`src/rtl/clock_tick_gen.sv`:
```
// clock_tick_gen: CLOCK_50 divider to a 50%-duty clk_slow plus tick, with run/pause
// and debounced single-step; define TICK_GEN_STEP_EN to build the step path.

module clock_tick_gen #(
    parameter int CLK_HZ          = 50_000_000,
    parameter int TICK_HZ         = 1,
    parameter int DEBOUNCE_CYCLES = 500_000
) (
    input  logic CLOCK_50,
    input  logic reset,
    input  logic run,
    input  logic step_n,
    output logic clk_slow,
    output logic tick,
    output logic running
);

    localparam int HALF = CLK_HZ / (2 * TICK_HZ);
    localparam int CW   = (HALF > 1) ? $clog2(HALF) : 1;
    localparam logic [CW-1:0] CNT_LAST = CW'(HALF - 1);
    localparam logic [CW-1:0] CNT_ONE  = CW'(1);

    typedef enum logic [1:0] {
        PAUSE = 2'd0,
        RUN   = 2'd1,
        STEP  = 2'd2
    } state_t;

    state_t        state_q, state_d;
    logic [CW-1:0] cnt_q, cnt_d;
    logic          clk_q, clk_d;
    logic          tick_q, tick_d;
    logic          run_meta_q, run_meta_d;
    logic          run_sync_q, run_sync_d;
    logic          press;
    logic          wrap;

    always_comb begin
        run_meta_d = run;
        run_sync_d = run_meta_q;
    end

    always_ff @(posedge CLOCK_50) begin
        if (reset) begin
            run_meta_q <= 1'b0;
            run_sync_q <= 1'b0;
        end else begin
            run_meta_q <= run_meta_d;
            run_sync_q <= run_sync_d;
        end
    end

`ifdef TICK_GEN_STEP_EN
    localparam int DW = (DEBOUNCE_CYCLES > 1) ? $clog2(DEBOUNCE_CYCLES) : 1;
    localparam logic [DW-1:0] DB_LAST = DW'(DEBOUNCE_CYCLES - 1);
    localparam logic [DW-1:0] DB_ONE  = DW'(1);

    logic          step_meta_q, step_meta_d;
    logic          step_sync_q, step_sync_d;
    logic          db_level_q, db_level_d;
    logic [DW-1:0] db_cnt_q, db_cnt_d;

    // Level follows the synced key only after it has disagreed for DEBOUNCE_CYCLES cycles.
    always_comb begin
        step_meta_d = step_n;
        step_sync_d = step_meta_q;
        db_level_d  = db_level_q;
        db_cnt_d    = '0;
        if (step_sync_q != db_level_q) begin
            if (db_cnt_q == DB_LAST) begin
                db_level_d = step_sync_q;
            end else begin
                db_cnt_d = db_cnt_q + DB_ONE;
            end
        end
        press = db_level_q & ~db_level_d;
    end

    always_ff @(posedge CLOCK_50) begin
        if (reset) begin
            step_meta_q <= 1'b1;
            step_sync_q <= 1'b1;
            db_level_q  <= 1'b1;
            db_cnt_q    <= '0;
        end else begin
            step_meta_q <= step_meta_d;
            step_sync_q <= step_sync_d;
            db_level_q  <= db_level_d;
            db_cnt_q    <= db_cnt_d;
        end
    end
`else
    logic unused_step_n;

    assign unused_step_n = step_n;
    assign press         = 1'b0;
`endif

    assign wrap = (cnt_q == CNT_LAST);

    always_comb begin
        state_d = state_q;
        cnt_d   = cnt_q;
        clk_d   = clk_q;
        tick_d  = 1'b0;
        case (state_q)
            PAUSE: begin
                cnt_d = '0;
                clk_d = 1'b0;
                if (run_sync_q) begin
                    state_d = RUN;
                end else if (press) begin
                    state_d = STEP;
                    clk_d   = 1'b1;
                    tick_d  = 1'b1;
                end
            end
            RUN: begin
                // A low phase may be cut short; a high phase always runs to its wrap.
                if (!run_sync_q && !clk_q) begin
                    state_d = PAUSE;
                    cnt_d   = '0;
                end else if (wrap) begin
                    cnt_d  = '0;
                    clk_d  = ~clk_q;
                    tick_d = ~clk_q;
                    if (!run_sync_q) begin
                        state_d = PAUSE;
                    end
                end else begin
                    cnt_d = cnt_q + CNT_ONE;
                end
            end
            STEP: begin
                if (wrap) begin
                    state_d = PAUSE;
                    cnt_d   = '0;
                    clk_d   = 1'b0;
                end else begin
                    cnt_d = cnt_q + CNT_ONE;
                end
            end
            default: begin
                state_d = PAUSE;
                cnt_d   = '0;
                clk_d   = 1'b0;
            end
        endcase
    end

    always_ff @(posedge CLOCK_50) begin
        if (reset) begin
            state_q <= PAUSE;
            cnt_q   <= '0;
            clk_q   <= 1'b0;
            tick_q  <= 1'b0;
        end else begin
            state_q <= state_d;
            cnt_q   <= cnt_d;
            clk_q   <= clk_d;
            tick_q  <= tick_d;
        end
    end

    assign clk_slow = clk_q;
    assign tick     = tick_q;
    assign running  = (state_q == RUN);

endmodule

```
`config.mk`:
```
export PLATFORM = sky130hd
export DESIGN_NAME = clock_tick_gen
export DESIGN_NICKNAME = d
export VERILOG_FILES = /design/src/rtl/clock_tick_gen.sv
export SDC_FILE = /design/constraint.sdc
export NUM_CORES = 1
export LEC_CHECK = 0
export BUFFER_PORTS_ARGS = -buffer_cell sky130_fd_sc_hd__buf_2
export CAP_MARGIN = 20
export CORE_MARGIN = 2
export CORE_UTILIZATION = 40
export CTS_BUF_LIST = sky130_fd_sc_hd__clkbuf_8
export DETAILED_ROUTE_END_ITERATION = 8
export PLACE_DENSITY_LB_ADDON = 0.1
export SYNTH_ARGS = -nofsm -noshare
export SYNTH_HDL_FRONTEND = slang
export SYNTH_SLANG_ARGS = --single-unit
export TNS_END_PERCENT = 100
```
`constraint.sdc`:
```
create_clock -name CLOCK_50 -period 5.6 [get_ports CLOCK_50]
set_input_delay 0.56 -clock CLOCK_50 [delete_from_list [all_inputs] [get_ports CLOCK_50]]
set_output_delay 0.56 -clock CLOCK_50 [all_outputs]
set_load 0.05 [all_outputs]
```
# Yosys cells after proc, flatten, opt, wreduce, memory -nomap -nowiden
# Index checks and enable logic that the tools add are counted.
totals:
  input_bits: 4
  n_memories: 0
  mem_bits_ro: 0
  out_inout_bits: 3
  latchBits: 0
  regBits: 31
  ram_bits: 0
classes:
  mul: 0
  bitwise_logic: 3
  div: 0
  mux: 13
  n_eq_ne: 9
  shift: 0
  n_reduce_logical: 7
  n_addsub: 1
  n_lt_le_gt_ge: 0
ops:
  columns: ["operator", "count"]
  rows:
  - ["$mux W25", 2]
  - ["$pmux W25 S2", 1]
  - ["$add A25 B1 Y25 const B", 1]
  - ["$eq A25 B25 Y1 const B", 1]
  - ["$mux W2", 5]
  - ["$ne A2 B2 Y1 const B", 3]
  - ["$pmux W2 S3", 1]
  - ["$reduce_and A4 Y1", 1]
  - ["$reduce_or A4 Y1", 1]
  - ["$mux W1", 3]
  - ["$ne A3 B1 Y1 const B", 1]
  - ["$ne A3 B2 Y1 const B", 1]
  - ["$not A1 Y1", 3]
  - ["$reduce_and A3 Y1", 1]
  - ["$eq A2 B1 Y1 const B", 1]
  - ["$eq A2 B2 Y1 const B", 1]
  - ["$logic_not A1 Y1", 2]
  - ["$logic_not A2 Y1", 1]
  - ["$ne A2 B1 Y1 const B", 1]
  - ["$pmux W1 S2", 1]
  - ["$logic_and A1 B1 Y1", 1]

# Depth between registers and ports, before layout
depth:
  ltp_word: 4
  ltp_mapped: 6
  mapped_depth_nobuf: 5

# Least setup slack after synthesis
# OpenSTA, ideal clock, no wires.
synth_timing:
  path_kind: "register -> register"
  startpoint: "register cnt_q[0]"
  endpoint: "register cnt_q[20]"
  period_less_slack_ps: 1815
  stages_incl_launch_ff: 7
  arrival_ps: 1734
  path_slack_ps: 3785
  t_required_ps: 5520
  n_path_buf: 1
  setup_ps: 80
  cell_sequence: "dfxtp_1 > ha_1 > nand2_1 > or3_4 > buf_6 > or4_1 > a211oi_2"
synth_via:
  elab_chain_cells: 4
  word_cells_on_any_way: 5
synth_rtl:
  columns: ["element", "line_no", "text"]
  rows:
  - ["from (decl)", "30", "logic [CW-1:0] cnt_q, cnt_d;"]
  - ["from (signal assigned)", "159", "cnt_q <= cnt_d;"]
  - ["$add A25 B1 Y25 / $eq A25 B25 Y1 (equally long branches)", "131, 140, 99", null]
  - ["$mux W25 (*)", "123, 135", null]
  - ["$mux W25", "120", "if (!run_sync_q && !clk_q) begin"]
  - ["$pmux W25 S2 (*)", "106", "case (state_q)"]
# Mark *: on every way between the ends. The rest lies on a longest branch, timed or not.
# A chain may end at the register's enable or synchronous reset.

# Worst setup path in the final report
layout_timing:
  startpoint: "register cnt_q[10]"
  endpoint: "register cnt_q[15]"
# Same word-level chain as after synthesis.

==> results.toml <==
[critical_path]
worstReg2RegEnd = "cnt_q[15]$_SDFF_PP0_"
critPathKind = "flip-flop to flip-flop"
critical_path.max_fanout = 20
cp_data_required_time_ns = 5.75
max_stage_delay_ns = 0.41
rrSetupSlack_ns = 3.56
worstPathArrival_ns = 2.19
cp-start-kind = "flip-flop"
critPathCaptureType = "flip-flop"
r2r.worst_path.cells = 5
crit_chain = "nor4b_1 -> nand4_1 -> nor4_4 -> buf_4 -> a211oi_1"
cpMaxStageDelayCell = "nor4_4"
r2r-start = "cnt_q[10]$_SDFF_PP0_"

[timing]
tightest_slew_ns = 0.333
finalCritPeriodShare = 0.365
final_max_slew_viol_count = 0
finalHoldViolCount = 0
fmax_mhz = 489
relSlewSlack = 0.776
holdWs_ns = 0.443
finalClockSkew_ns = 0.00588
rsz0062_at_grt = "no"
fin_tns_setup_ns = 0
fin_crit_ns = 2.04
finalSetupViolCount = 0

[layout]
diodes = 0
syn2layout_area_growth_pct = 9.71
finish.utilization = 0.456
stdcell_count = 216
drive_gt1_frac = 0.161
finalNetCount = 172

[yosys]
yosysUniqueCellTypes = 40
ys_seq_area_frac = 0.395
synth_area_sq_um = 1520
syn_area_per_cell_sq_um = 9.38
ys_warn_count = 0
synth.net_count = 167
yosys_register_bits = 30
synthCells = 162

[outcome]
status = "completed"

[placed_design]
place_congestion = 0.819
dp_cells = 208
place_hpwl_um = 2330
port_buffers = 5

[grt]
gr-total-overflow = 0
grt_pass1_wl_um = 5970
grt_usage = 0.178
grt_max_degree = 28
antenna_found_initial = 0
grt_pass1_vias = 1296

[drt]
finalWirelength_um = 3260
drt_first_pass_iters = 4
num_vias = 1280
drt_iter0_markers = 140
via_per_inst = 5.93
drc = 0
avgRoutedWirePerCell_um = 15.1
antenna_left = 0

[clock_tree]
ctsHoldBuffers = 0
cts_made_buffers = 5
ctsResizeCount = 0
postCtsSetupBuffers = 0
path_clk_slew_ns = 0.06
clock_path_buffers = 2
h-tree-depth = 2
cts_tree = "built"
numClockSinks = 30
clock-root-buffer = "clkbuf_8"
clk_latency_ns = 0.28

[pwr]
p_per_area_nw_per_um2 = 239
p_leak_nw = 0.475
total_power_uw = 399
ir_drop_v = 0.000165

[floorplan]
die_x_um = 65.7
start_util = 0.415
num_rows = 22
ios = 7
dieArea_sq_um = 4310
coreArea_sq_um = 3660
die_h_um = 65.7

[hold_path]
hold_path.class = "flip-flop to flip-flop"
whs_path_depth = 1
holdCritStartpoint = "run_meta_q$_SDFF_PP0_"
hold_end = "run_sync_q$_SDFF_PP0_"

[run]
maxCapViolations = 0
[flip-flops by register name (all words and copies together), names as in the netlist]
signal and count:
cnt_q 25, clk_slow 1, run_meta_q 1, run_sync_q 1
state_q 1, tick 1
[power breakdown]
part / leakage, nW / total [mW] / internal (mW) / switching (mW)
sequential: 0.242 / 0.215 / 0.214 / 0.000413
combinational: 0.186 / 0.00302 / 0.00129 / 0.00173
clock: 0.0472 / 0.182 / 0.0986 / 0.0831
total: 0.475 / 0.399 / 0.314 / 0.0853
[cells in the mapped netlist (all sizes together)]
| master | n | area (sq um) |
|---|---|---|
| o211ai | 1 | 7.51 |
| o22ai | 1 | 6.26 |
| nor4 | 3 | 25.0 |
| nor2b | 2 | 12.5 |
| nand4b | 1 | 8.76 |
| buf | 7 | 52.5 |
| nand2b | 1 | 6.26 |
| a211oi | 12 | 115 |
| nor3 | 11 | 55.1 |
| nor4bb | 2 | 20.0 |
| and4 | 2 | 20.0 |
| nor2 | 2 | 7.51 |
| and3 | 5 | 31.3 |
| nor4b | 2 | 17.5 |
| nand4 | 6 | 52.6 |
| or4 | 13 | 101 |
| nor3b | 2 | 15.0 |
| xnor2 | 4 | 35.0 |
| and2 | 1 | 6.26 |
| ha | 1 | 12.5 |
| nand2 | 9 | 33.8 |
| inv | 5 | 18.8 |
| a21oi | 2 | 10.0 |
| o21bai | 1 | 7.51 |
| nand3 | 11 | 60.1 |
| o21ai | 3 | 15.0 |
| or3 | 3 | 23.8 |
| clkbuf | 2 | 7.51 |
| o31ai | 11 | 82.6 |
| dfxtp | 30 | 601 |
| xor2 | 6 | 52.6 |
[how the worst max path moves through the flow]
stage                          from              endpoint  depth (start not counted)
2_1_floorplan   cnt_q[0]$_SDFF_PP0_  cnt_q[20]$_SDFF_PP0_                          6
3_3_place_gp   cnt_q[10]$_SDFF_PP0_   cnt_q[1]$_SDFF_PP0_                          5
3_5_place_dp   cnt_q[10]$_SDFF_PP0_  cnt_q[15]$_SDFF_PP0_                          5
4_1_cts        cnt_q[10]$_SDFF_PP0_  cnt_q[15]$_SDFF_PP0_                          5
5_1_grt        cnt_q[10]$_SDFF_PP0_   cnt_q[5]$_SDFF_PP0_                          5
6_report       cnt_q[10]$_SDFF_PP0_  cnt_q[15]$_SDFF_PP0_                          5
[metal layers]
| metal | vias up | wire length (um) | track usage |
|---|---|---|---|
| met5 | - | 0 | 0 |
| met4 | 0 | 43 | 0.0807 |
| met3 | 6 | 64 | 0.0360 |
| met2 | 11 | 1560 | 0.287 |
| met1 | 618 | 1580 | 0.227 |
| li1 | 645 | - | - |
[cells by family (layout without fill, tap and decap cells)]
family          after synthesis  count (layout)  share of synthesized area
simple gates                 76              76                      0.327
compound gates               31              31                      0.160
flops                        30              30                      0.395
buf+inv                      14              20                     0.0518
xor+xnor                     10              10                     0.0576
fa+ha+maj                     1               1                    0.00823
[area by class of cell]
cell class                 instances  area [sq um]
clock buffer                       6          82.6
clock inverter                     2          12.5
fill                             372          1990
inverter                           5          18.8
multi-input combinational        118           853
sequential                        30           601
tap                               48          60.1
timing repair buffer               7          40.0
[worst max-delay path, delay by kind of cell (launching register included)]
| kind | cells | cell delay, ns |
|---|---|---|
| AO/OA/AOI/OAI | 1 | 0.09 |
| buffers and inverters | 1 | 0.33 |
| flip-flops | 1 | 0.40 |
| AND/OR/NAND/NOR | 3 | 1.09 |
[placed cells by master, fill, tap and decap left out, types with 3 or more instances in the layout]
cell type	n
a211oi_1	7
a211oi_2	5
and3_1	5
buf_2	5
clkbuf_8	6
dfxtp_1	30
inv_1	5
nand2_1	9
nand3_1	10
nand4_1	5
nor3_1	11
o21ai_0	3
o31ai_1	11
or4_1	12
xnor2_1	4
xor2_1	6
[per-stage QoR]
step | area [sq um] | setup slack [ns]
after floorplan | 1520 | 3.79
after CTS | 1670 | 3.55
final | 1670 | 3.56
after global placement | 1570 | 3.61
after detailed placement | 1570 | 3.57
after global routing | 1670 | 3.36
Power figures use the tool's default switching activity.
